==> src/rtl/aes_seq_pkg.sv <==
// Shared types and helpers for the AES block sequencer and its ciphertext packer.
package aes_seq_pkg;

  localparam int WORDS_PER_BLOCK = 4;
  localparam int WORD_W          = 32;

  typedef enum logic [2:0] {
    S_IDLE      = 3'd0,
    S_LOAD_PT   = 3'd1,
    S_LOAD_KEY  = 3'd2,
    S_WAIT_DONE = 3'd3,
    S_READ_REQ  = 3'd4,
    S_READ      = 3'd5,
    S_OUT       = 3'd6
  } state_t;

  // Word 0 is the most significant word of the block.
  function automatic logic [WORD_W-1:0] word_sel(
    input logic [WORDS_PER_BLOCK*WORD_W-1:0] vec,
    input logic [1:0]                        idx
  );
    logic [WORD_W-1:0] w;
    case (idx)
      2'd0:    w = vec[127:96];
      2'd1:    w = vec[95:64];
      2'd2:    w = vec[63:32];
      default: w = vec[31:0];
    endcase
    return w;
  endfunction

endpackage

==> src/rtl/aes_ct_packer.sv <==
// Four-word capture register that assembles core output words into a 128-bit block.
module aes_ct_packer
  import aes_seq_pkg::*;
(
  input  logic                              clk,
  input  logic                              reset,
  input  logic                              i_cap_en,
  input  logic [1:0]                        i_idx,
  input  logic [WORD_W-1:0]                 i_word,
  output logic [WORDS_PER_BLOCK*WORD_W-1:0] o_vec
);

  logic [WORD_W-1:0] r_words [WORDS_PER_BLOCK];

  always_ff @(posedge clk) begin
    if (reset) begin
      for (int i = 0; i < WORDS_PER_BLOCK; i++) r_words[i] <= '0;
    end else if (i_cap_en) begin
      r_words[i_idx] <= i_word;
    end
  end

  assign o_vec = {r_words[0], r_words[1], r_words[2], r_words[3]};

endmodule

==> src/rtl/aes_block_sequencer.sv <==
// Serialises a 128-bit key/plaintext into the word-wide AES core, waits for completion
// under a watchdog, and returns the reassembled ciphertext through a valid/ready port.
module aes_block_sequencer
  import aes_seq_pkg::*;
#(
  parameter int TIMEOUT_CYCLES = 1024,
  parameter int READ_LATENCY   = 1
) (
  input  logic         clk,
  input  logic         reset,
  input  logic         in_valid,
  output logic         in_ready,
  input  logic [127:0] in_key,
  input  logic [127:0] in_pt,
  output logic         out_valid,
  input  logic         out_ready,
  output logic [127:0] out_ct,
  output logic         busy,
  output logic         timeout_err,
  output logic         aes_start_n,
  output logic         aes_start_read_n,
  output logic [31:0]  aes_dword_in,
  input  logic [31:0]  aes_dword_out,
  input  logic         aes_done
);

  localparam logic [15:0] WD_LAST  = 16'(TIMEOUT_CYCLES - 1);
  localparam logic [2:0]  RD_FIRST = 3'(READ_LATENCY);
  localparam logic [2:0]  RD_LAST  = 3'(READ_LATENCY + 3);

  state_t       r_state;
  logic [127:0] r_key;
  logic [127:0] r_pt;
  logic [1:0]   r_ld_idx;
  logic [2:0]   r_rd_cnt;
  logic [15:0]  r_wd_cnt;
  logic         r_timeout_err;

  logic         w_accept;
  logic         w_cap_en;
  logic [1:0]   w_cap_idx;

  assign in_ready = (r_state == S_IDLE) && !reset;
  assign w_accept = in_valid && in_ready;

  always_ff @(posedge clk) begin
    if (reset) begin
      r_state       <= S_IDLE;
      r_ld_idx      <= '0;
      r_rd_cnt      <= '0;
      r_wd_cnt      <= '0;
      r_timeout_err <= 1'b0;
    end else begin
      case (r_state)
        S_IDLE: begin
          if (w_accept) begin
            r_state       <= S_LOAD_PT;
            r_ld_idx      <= '0;
            r_timeout_err <= 1'b0;
          end
        end
        S_LOAD_PT: begin
          r_ld_idx <= r_ld_idx + 2'd1;
          if (r_ld_idx == 2'd3) r_state <= S_LOAD_KEY;
        end
        S_LOAD_KEY: begin
          r_ld_idx <= r_ld_idx + 2'd1;
          if (r_ld_idx == 2'd3) begin
            r_state  <= S_WAIT_DONE;
            r_wd_cnt <= '0;
          end
        end
        S_WAIT_DONE: begin
          r_wd_cnt <= r_wd_cnt + 16'd1;
          // A done arriving on the terminal count still completes the block.
          if (aes_done) begin
            r_state  <= S_READ_REQ;
            r_rd_cnt <= '0;
          end else if (r_wd_cnt == WD_LAST) begin
            r_state       <= S_IDLE;
            r_timeout_err <= 1'b1;
          end
        end
        S_READ_REQ: begin
          r_rd_cnt <= r_rd_cnt + 3'd1;
          r_state  <= S_READ;
        end
        S_READ: begin
          r_rd_cnt <= r_rd_cnt + 3'd1;
          if (r_rd_cnt == RD_LAST) r_state <= S_OUT;
        end
        S_OUT: begin
          if (out_ready) r_state <= S_IDLE;
        end
        default: r_state <= S_IDLE;
      endcase
    end
  end

  always_ff @(posedge clk) begin
    if (w_accept) begin
      r_key <= in_key;
      r_pt  <= in_pt;
    end
  end

  // r_rd_cnt counts from the read-strobe cycle, so capture starts READ_LATENCY later.
  assign w_cap_en  = ((r_state == S_READ_REQ) || (r_state == S_READ)) &&
                     (r_rd_cnt >= RD_FIRST) && (r_rd_cnt <= RD_LAST);
  assign w_cap_idx = 2'(r_rd_cnt - RD_FIRST);

  aes_ct_packer u_packer (
    .clk      (clk),
    .reset    (reset),
    .i_cap_en (w_cap_en),
    .i_idx    (w_cap_idx),
    .i_word   (aes_dword_out),
    .o_vec    (out_ct)
  );

  always_comb begin
    aes_dword_in = '0;
    case (r_state)
      S_LOAD_PT:  aes_dword_in = word_sel(r_pt, r_ld_idx);
      S_LOAD_KEY: aes_dword_in = word_sel(r_key, r_ld_idx);
      default:    aes_dword_in = '0;
    endcase
  end

  assign aes_start_n      = !((r_state == S_LOAD_PT) && (r_ld_idx == 2'd0));
  assign aes_start_read_n = (r_state != S_READ_REQ);
  assign out_valid        = (r_state == S_OUT);
  assign busy             = (r_state != S_IDLE);
  assign timeout_err      = r_timeout_err;

endmodule

==> config.mk <==
export PLATFORM = sky130hd
export DESIGN_NAME = aes_block_sequencer
export DESIGN_NICKNAME = d
export VERILOG_FILES = /design/src/rtl/aes_seq_pkg.sv /design/src/rtl/aes_ct_packer.sv /design/src/rtl/aes_block_sequencer.sv
export SDC_FILE = /design/constraint.sdc
export NUM_CORES = 1
export LEC_CHECK = 0
export ABC_AREA = 0
export CAP_MARGIN = 20
export CORE_ASPECT_RATIO = 0.7
export CORE_MARGIN = 2
export CORE_UTILIZATION = 35
export DETAILED_ROUTE_END_ITERATION = 8
export GPL_TIMING_DRIVEN = 0
export SETUP_SLACK_MARGIN = 0.05
export SYNTH_ARGS = -nofsm -noshare
export SYNTH_HDL_FRONTEND = slang
export SYNTH_SLANG_ARGS = --single-unit
==> constraint.sdc <==
create_clock -name clk -period 34.3 [get_ports clk]
set_input_delay 6.86 -clock clk [delete_from_list [all_inputs] [get_ports clk]]
set_output_delay 6.86 -clock clk [all_outputs]
set_load 0.005 [all_outputs]
==> results.md <==
* Status: finished, final reports clean
* Vias per inst at 4.98
* GRT Util Overall at 19.7%
* Syn-to-layout area delta at 45.0%
* Final Hold Viols at 0
* Top Ports at 459
* Setup bufs post-CTS at 0
* DRT Pass-1 Iters at 8
* Tightest Hold Check Type: flip-flop to flip-flop
* Number of synthesized flops with an enable pin at 384
* Highest Clock Rate at 65.9 MHz
* Via count at 10500
* Clock Pin Slew Worst Setup and Hold Paths at 0.06 ns
* Yosys Warn Count at 0
* Most common cell after layout, fill and taps aside: clkdlybuf4s50_1
* DP Worst Slack at 19.16 ns
* Routed WL per cell at 22.0 um
* Layout cells sized above 1 at 7.91%
* Fin nets at 1784
* Clk root buf: clkbuf_16
* CP Launch Type: input port
* Post-Route WL at 46.5 mm
* Post-Syn Nets at 1257
* Die span in y at 180 um
* Die area at 46100 um2
* Final hold slack at 0.492 ns
* Filler instances at 3695
* Fin Setup TNS at 0 ns
* WP data arrival at 8.31 ns
* Final core utilization at 51.4%
* Post-route antenna net violation count at 0
* # setup viols final at 0
* Final setup margin at 19.13 ns
* Final instance area at 22500 um2
* Worst vdd ir at 35.0 uV
* Placer Congestion at 0.828
* Total Power at 1.24 mW
* Vias in the first global route at 10800
* Post-DP HPWL at 34.4 mm
* Sequential fraction of the synthesis area at 77.5%
* Starting density of the core at 35.5%
* Leakage at 7.80 nW
* Worst Path Max Fanout at 10
* Post-synth top area cell: edfxtp_1
* Layout Cells excl Fill at 2115
* Ys async rst share at 0%
* Overflow after GRT at 0
* Post-synth top flop: edfxtp_1
* Slew margin rel. at 28.8%
* Syn Inst Count at 956
* Critical path class: input port to output pin
* First-pass GRT wire length at 68.2 mm
* Number of buffers on the longest clock path at 3
* PortBufs at 457
* Slew Viols, Final at 0
* Clock Skew at 0.0171 ns
* Placed Cells incl. Taps at 2032
* PostCTS Resize Cnt at 0
* Syn Area/Cell at 16.2 um2
* Power Density at 54.9 nW/um2
* Initial DRC Count at 862
* Synth area leaders: edfxtp_1 74%, and2_1 5.2%, a222oi_1 4.1%
* Die W at 256 um
* CP Capture Type: output pin
* Min cycle time layout at 15.17 ns
* Unique masters post-synth at 54
* Mapped Area at 15500 um2
* Largest net degree at the start of global routing at 33
* Seq cells post-synth at 409
* CTS Sinks at 409
* Fin crit share at 44.2%
* Commonest non-fill, non-tap cells in the layout: 457 x clkdlybuf4s50_1, 384 x edfxtp_1, 129 x and2_1, 64 x a222oi_1, 54 x a21oi_1
* H-tree Lvls at 2
* Total clock buffers created by CTS at 43
* MaxCap Viol Count at 0
* Core box area at 43700 um2
* Site Rows at 64
* RSZ-0062 raised after global routing: no
* Clk Latency, worst-skew pair at 0.55 ns
* Worst Path Required at 27.44 ns
* Remaining DRCs at 0
* # hold bufs at CTS at 0
* Initial antenna violation count at 8
* Slew of the pin with the lowest slew margin at 1.07 ns
* Top-area cell type share of the netlist area at 74.3%
* Area after DPL at 21100 um2
* CTS tree: built
-- worst max-delay path, cell delays in order --
cell and delay, ns:
clkbuf_1 0.33, clkbuf_1 0.52, nor2_1 0.11, clkdlybuf4s50_1 0.49
-- where the power goes --
part	switching (mW)	internal [mW]	leakage (nW)
registers	0.00986	0.586	3.90
logic	0.102	0.0928	3.24
clock network	0.192	0.252	0.653
total	0.304	0.931	7.80
-- sequential cells by signal, indices dropped and copies added, names as in the netlist --
register          count
r_ld_idx              2
r_rd_cnt              3
r_key               128
r_wd_cnt             16
r_pt                128
u_packer.r_words    128
r_state               3
timeout_err           1
-- cell families (layout without fill, tap and decap cells) --
kind of cell    Yosys count  count (layout)  share of synthesized area [%]
flops                   409             409                           77.5
simple gates            284             284                           10.3
compound gates          180             180                           9.00
buf+inv                  71             633                           2.23
fa+ha+maj                 8               8                          0.645
mux                       4               4                          0.274
other cells               0               3                              0
-- Yosys cell counts, drive strengths merged, types with 2 or more instances --
library cell  count
a22oi             2
o221ai           34
and3              7
or4               3
ha                8
mux2              2
buf              21
nor2b             2
dfxtp            25
o311ai            3
o211ai            2
nor3              6
a31oi             2
nand2b            8
nor2             52
or4b              2
nand3             7
mux2i             2
a222oi           64
a31o              2
nor4              2
o21ai            11
clkbuf           41
nand3b            4
or2               2
nand4             3
edfxtp          384
and2            129
nand2            46
or3               3
nor3b             2
inv               9
a21oi            54
and4              3
-- path summary, 6_finish.rpt --
check           endpoint  slack (ns)         from  depth (start not counted)
min reg2reg  r_wd_cnt[8]        0.49  r_wd_cnt[8]                          1
max             in_ready       19.13        reset                          4
max reg2reg     r_pt[30]       31.12   r_state[2]                          8
min          r_wd_cnt[8]        0.49  r_wd_cnt[8]                          1
-- final cells by class --
cell class                      instances  area (um2)  area share (%)
Sequential cell                       409       12000            53.5
Timing Repair Buffer                  482        4880            21.7
Multi-Input combinational cell        476        3140            14.0
Clock buffer                           52        1130            5.03
Tap cell                              594         743            3.30
Buffer                                 62         313            1.39
Clock inverter                         28         208           0.923
Inverter                                9        33.8           0.150
Antenna cell                            3        7.51          0.0334
-- layer usage --
metal / vias to the layer above / GRT usage (%) / wire length, um
met5: - / 0 / 48
met4: 8 / 4.40 / 837
met3: 72 / 5.86 / 4200
met2: 457 / 33.2 / 22600
met1: 5159 / 25.2 / 18800
li1: 4844 / - / -
Power figures use the tool's default switching activity.
